File: config.mk
export PLATFORM = sky130hd
export DESIGN_NAME = sprite_row_reader
export DESIGN_NICKNAME = d
export VERILOG_FILES = /design/src/rtl/sprite_pkg.sv /design/src/rtl/sprite_row_reader.sv
export SDC_FILE = /design/constraint.sdc
export NUM_CORES = 1
export LEC_CHECK = 0
export CORE_MARGIN = 4
export CORE_UTILIZATION = 47
export CTS_CLUSTER_DIAMETER = 60
export CTS_CLUSTER_SIZE = 24
export DETAILED_ROUTE_END_ITERATION = 8
export PLACE_DENSITY = 0.76
export SLEW_MARGIN = 40
export SYNTH_ARGS = -nofsm -noshare
export SYNTH_HDL_FRONTEND = slang
export SYNTH_SLANG_ARGS = --single-unit
File: constraint.sdc
create_clock -name Clk -period 1.2 [get_ports Clk]
set_input_delay 0.18 -clock Clk [delete_from_list [all_inputs] [get_ports Clk]]
set_output_delay 0.18 -clock Clk [all_outputs]
set_load 0.01 [all_outputs]
File: src/rtl/sprite_pkg.sv
// Shared types and constants for the sprite fetch/serialize path.
package sprite_pkg;

    typedef enum logic [2:0] {
        IDLE,
        FETCH,
        WAIT,
        SHIFT,
        DONE
    } state_t;

    localparam int unsigned TILE_WALL  = 0;
    localparam int unsigned TILE_FLOOR = 1;
    localparam int unsigned SPRITE_W   = 32;
    localparam int unsigned SPRITE_H   = 32;

endpackage

File: src/rtl/sprite_row_reader.sv
// Fetches one tile-bitmap row from the sprite ROM and serializes it one pixel
// per pix_en, optionally mirrored horizontally.
module sprite_row_reader
    import sprite_pkg::*;
#(
    parameter int unsigned TILE_BITS  = 1,
    parameter int unsigned ROW_BITS   = $clog2(SPRITE_H),
    parameter int unsigned DATA_WIDTH = SPRITE_W,
    parameter int unsigned ROM_LAT    = 0,
    localparam int unsigned CNT_W     = $clog2(DATA_WIDTH),
    localparam int unsigned ADDR_W    = TILE_BITS + ROW_BITS
) (
    input  logic                  Clk,
    input  logic                  Reset,
    input  logic                  start,
    input  logic [TILE_BITS-1:0]  tile_id,
    input  logic [ROW_BITS-1:0]   row,
    input  logic                  flip_h,
    input  logic                  pix_en,
    output logic [ADDR_W-1:0]     rom_addr,
    input  logic [DATA_WIDTH-1:0] rom_data,
    output logic                  pix_valid,
    output logic                  pix_on,
    output logic [CNT_W-1:0]      pix_col,
    output logic                  busy,
    output logic                  done
);

    localparam int unsigned LAT_W = (ROM_LAT > 1) ? $clog2(ROM_LAT) : 1;

    state_t                 state;
    state_t                 state_next;
    logic                   flip;
    logic [DATA_WIDTH-1:0]  sr;
    logic [CNT_W-1:0]       cnt;
    logic [LAT_W-1:0]       wait_cnt;

    logic                   load_req;
    logic                   capture;
    logic                   emit;
    logic                   wait_clr;

    always_comb begin
        state_next = state;
        load_req   = 1'b0;
        capture    = 1'b0;
        emit       = 1'b0;
        wait_clr   = 1'b0;
        case (state)
            IDLE: begin
                if (start) begin
                    load_req   = 1'b1;
                    state_next = FETCH;
                end
            end
            FETCH: begin
                if (ROM_LAT == 0) begin
                    capture    = 1'b1;
                    state_next = SHIFT;
                end else begin
                    wait_clr   = 1'b1;
                    state_next = WAIT;
                end
            end
            WAIT: begin
                if (wait_cnt == LAT_W'(ROM_LAT - 1)) begin
                    capture    = 1'b1;
                    state_next = SHIFT;
                end
            end
            SHIFT: begin
                if (pix_en) begin
                    emit = 1'b1;
                    // Terminal compare on the last column, so cnt never needs to wrap.
                    if (cnt == CNT_W'(DATA_WIDTH - 1)) begin
                        state_next = DONE;
                    end
                end
            end
            DONE: begin
                state_next = IDLE;
            end
            default: begin
                state_next = IDLE;
            end
        endcase
    end

    assign busy = (state == FETCH) || (state == WAIT) || (state == SHIFT);

    always_ff @(posedge Clk) begin
        if (Reset) begin
            state     <= IDLE;
            rom_addr  <= '0;
            flip      <= 1'b0;
            sr        <= '0;
            cnt       <= '0;
            wait_cnt  <= '0;
            pix_valid <= 1'b0;
            pix_on    <= 1'b0;
            pix_col   <= '0;
            done      <= 1'b0;
        end else begin
            state <= state_next;
            if (load_req) begin
                rom_addr <= {tile_id, row};
                flip     <= flip_h;
            end
            if (wait_clr) begin
                wait_cnt <= '0;
            end else if (state == WAIT) begin
                wait_cnt <= wait_cnt + 1'b1;
            end
            if (capture) begin
                sr  <= rom_data;
                cnt <= '0;
            end
            // Flip only changes which end of the word is emitted; sr always moves toward it.
            if (emit) begin
                pix_on  <= flip ? sr[0] : sr[DATA_WIDTH-1];
                pix_col <= cnt;
                sr      <= flip ? (sr >> 1) : (sr << 1);
                cnt     <= cnt + 1'b1;
            end
            pix_valid <= emit;
            done      <= (state == DONE);
        end
    end

endmodule

==> impl_metrics.py <==
metrics = {
    "status": {
        "run_status": "finished with violations",
        "violations": "setup timing",
    },
    "clock_tree": {
        "cts_sinks": 56,
        "path_clk_slew_ns": 0.10,
        "cts.path.max_buffers": 2,
        "cts-root-buf": "clkbuf_8",
        "htreeDepth": 2,
        "numCtsBuffers": 5,
        "cts_tree": "done",
        "worstSkewPairLatency_ns": 0.31,
    },
    "floorplan": {
        "die_area_um2": 7960,
        "rows": 29,
        "core-area_um2": 6390,
        "num_io_pins": 58,
        "initial_core_util": 0.486,
        "die_h_um": 89.2,
        "die_w_um": 89.2,
    },
    "detailed_routing": {
        "firstDrtPassIters": 4,
        "detail_route.vias_per_cell": 5.42,
        "remaining_drc_errors": 0,
        "routed_wl_mm": 7.46,
        "num_vias": 2452,
        "ant_nets": 0,
        "drt_iter0_drc": 133,
        "post_drt_wl_per_cell_um": 16.5,
    },
    "timing": {
        "setup_violations": 51,
        "rsz0062_at_grt": "true",
        "fin_crit_sh": 1.21,
        "fin_hold_ws_ns": 0.458,
        "tightest_slew_ns": 0.298,
        "timing.fmax_mhz": 689,
        "min_period_ns": 1.45,
        "final_hold_viol_count": 0,
        "fin_worst_skew_ns": 0.00836,
        "slew_viol_final": 0,
        "slew_headroom": 0.798,
        "fin_ws_ns": -0.252,
    },
    "critical_path": {
        "cp.arrival_ns": 1.67,
        "critPathSlowestCell": "dfxtp_4",
        "critPathMaxFanout": 8,
        "max_stage_delay_ns": 0.40,
        "worstPathRequired_ns": 1.42,
        "crit_family": "flip-flops",
        "cp-start-kind": "flop",
        "crit_chain": "and4b_2 > buf_4 > buf_6 > a41oi_1 > a311oi_1",
        "worst-path-buf-inv": 2,
        "startpoint": "state[1]",
        "critPathCaptureType": "flop",
        "crit_type": "reg2reg",
        "reg2reg_from": "state[1]",
    },
    "global_routing": {
        "grt_max_degree": 34,
        "grt_util_all_layers": 0.184,
        "grt_overflow": 0,
        "grt_pass1_vias": 2452,
        "antenna_found_initial": 0,
        "grt_pass1_wl_mm": 11.5,
    },
    "place": {
        "dp_hpwl_mm": 4.50,
        "gp_congestion": 0.818,
        "port_buffers": 57,
    },
    "synth": {
        "postSynthAreaPerCell_um2": 10.7,
        "syn_area_um2": 3100,
        "yosys.cell_types.count": 36,
        "syn_inst": 289,
        "syn_nets": 334,
        "ys_seq_area_frac": 0.361,
        "ys_ff_latch": 56,
        "ys_warn_count": 0,
    },
    "power_and_ir_drop": {
        "power.leakage_nw": 1.62,
        "pwr-share-comb": 0.265,
        "p_switching_w": 0.00121,
        "intPower_w": 0.00302,
        "p_seq_frac": 0.491,
        "switching_share": 0.286,
        "clockPowerShare": 0.244,
        "ir_drop_mv": 0.641,
        "finalPower_w": 0.00424,
        "p_per_area_nw_per_um2": 990,
    },
    "min_path": {
        "hp-start": "pix_col[1]",
        "holdCritPathClass": "reg2reg",
    },
    "finish": {
        "syn_to_final_growth_pct": 38.0,
        "drive_gt1_frac": 0.347,
        "nets": 419,
        "n_antenna_cell": 0,
    },
    "flow_run": {
        "maxCapViolCount": 0,
    },
}
-- worst reg2reg max path, stage by stage, from the launching register on --
cell,delay [ns]
dfxtp_4,0.40
and4b_2,0.35
buf_4,0.14
buf_6,0.12
a41oi_1,0.13
a311oi_1,0.23
-- timing repair --
item / 4_1_cts / 5_1_grt
endpoints found under the setup margin: 67 / 53
hold buffers: 0 / 0
pin swaps: 9 / 14
cloned: 3 / 2
gates resized for setup: 36 / 15
setup buffers: 8 / 5
-- cell usage after synthesis, drive strengths merged --
cell type | count | area [um2]
a21oi | 10 | 50.1
inv | 31 | 116
buf | 22 | 163
and3 | 2 | 12.5
and4b | 1 | 10.0
or3 | 1 | 6.26
nand4b | 1 | 23.8
nor2b | 2 | 12.5
clkbuf | 3 | 11.3
a41oi | 1 | 8.76
nand4 | 1 | 6.26
nor3b | 1 | 7.51
mux2i | 38 | 380
xnor2 | 1 | 8.76
o32ai | 30 | 488
nor4bb | 1 | 10.0
a211oi | 3 | 22.5
and2b | 1 | 10.0
nor3 | 1 | 5.00
o21ai | 1 | 5.00
nand2 | 16 | 60.1
or2 | 1 | 6.26
mux2 | 31 | 353
nand2b | 5 | 31.3
ha | 2 | 25.0
nor4b | 1 | 8.76
a311oi | 4 | 35.0
dfxtp | 56 | 1120
o211ai | 4 | 30.0
nor2 | 14 | 52.6
nand4bb | 1 | 11.3
nand3 | 2 | 10.0
-- flip-flops by register name (all words and copies together), names as in the netlist --
name / flops
sr: 32
done: 1
pix_valid: 1
pix_on: 1
pix_col: 5
wait_cnt: 1
state: 3
cnt: 5
flip: 1
rom_addr: 6
-- cell families after synthesis --
| group | count (synthesis) | share of synthesized area |
|---|---|---|
| muxes | 69 | 0.236 |
| buffers and inverters | 56 | 0.0936 |
| DFF | 56 | 0.361 |
| AOI/OAI and AO/OA | 53 | 0.206 |
| and+or+nand+nor | 52 | 0.0916 |
| adders and majority gates | 2 | 0.00807 |
| xor gates and xnor gates | 1 | 0.00282 |
-- power groups by stage --
stage	combinational [W]	clock [W]	sequential (W)
CTS	0.00106	0.00107	0.00208
floorplan	0.000685	0	0.00209
global placement	0.000950	0	0.00211
detailed placement	0.000971	0	0.00212
global route	0.00120	0.00115	0.00210
finish	0.00112	0.00103	0.00208
-- cell usage in the layout, fill, tap and decap left out, types with 5 or more instances in the layout --
cell type	n
dfxtp_1	50
clkdlybuf4s50_1	41
buf_4	33
mux2i_1	32
inv_1	31
o32ai_2	30
mux2_2	18
dlygate4sd2_1	16
nand2_1	15
nor2_1	14
mux2_1	12
a21oi_1	8
mux2i_2	6
clkbuf_8	5
buf_12	5
-- metrics by stage --
stage	setup TNS [ns]	std cells	worst slack, ns	util	cell area, um2
global placement	-21.88	428	-0.520	0.612	3910
finish	-9.29	452	-0.252	0.670	4280
detailed placement	-24.13	428	-0.580	0.612	3910
CTS	-8.50	447	-0.212	0.653	4170
global route	-12.80	452	-0.293	0.670	4280
floorplan	-3.70	289	-0.106	-	3180
-- routing by layer --
layer  GRT usage  wire [um]  vias to the layer above
li1            -          -                     1209
met1       0.240       3540                     1179
met2       0.311       3470                       59
met3      0.0433        399                        5
met4      0.0392         52                        0
met5           0          0                        -
-- layout make-up --
class | count | area [um2]
Fill cell | 510 | 2110
Multi-Input combinational cell | 179 | 1850
Sequential cell | 56 | 1130
Timing Repair Buffer | 101 | 997
Inverter | 31 | 116
Tap cell | 77 | 96.3
Clock buffer | 7 | 76.3
Clock inverter | 1 | 8.76
-- final timing paths --
| kind | end | slack, ns | depth (start not counted) |
|---|---|---|---|
| min reg2reg | pix_col[1] | 0.46 | 2 |
| min | pix_col[1] | 0.46 | 2 |
| max | cnt[3] | -0.25 | 5 |
| max reg2reg | cnt[3] | -0.25 | 5 |
Power figures use the tool's default switching activity.
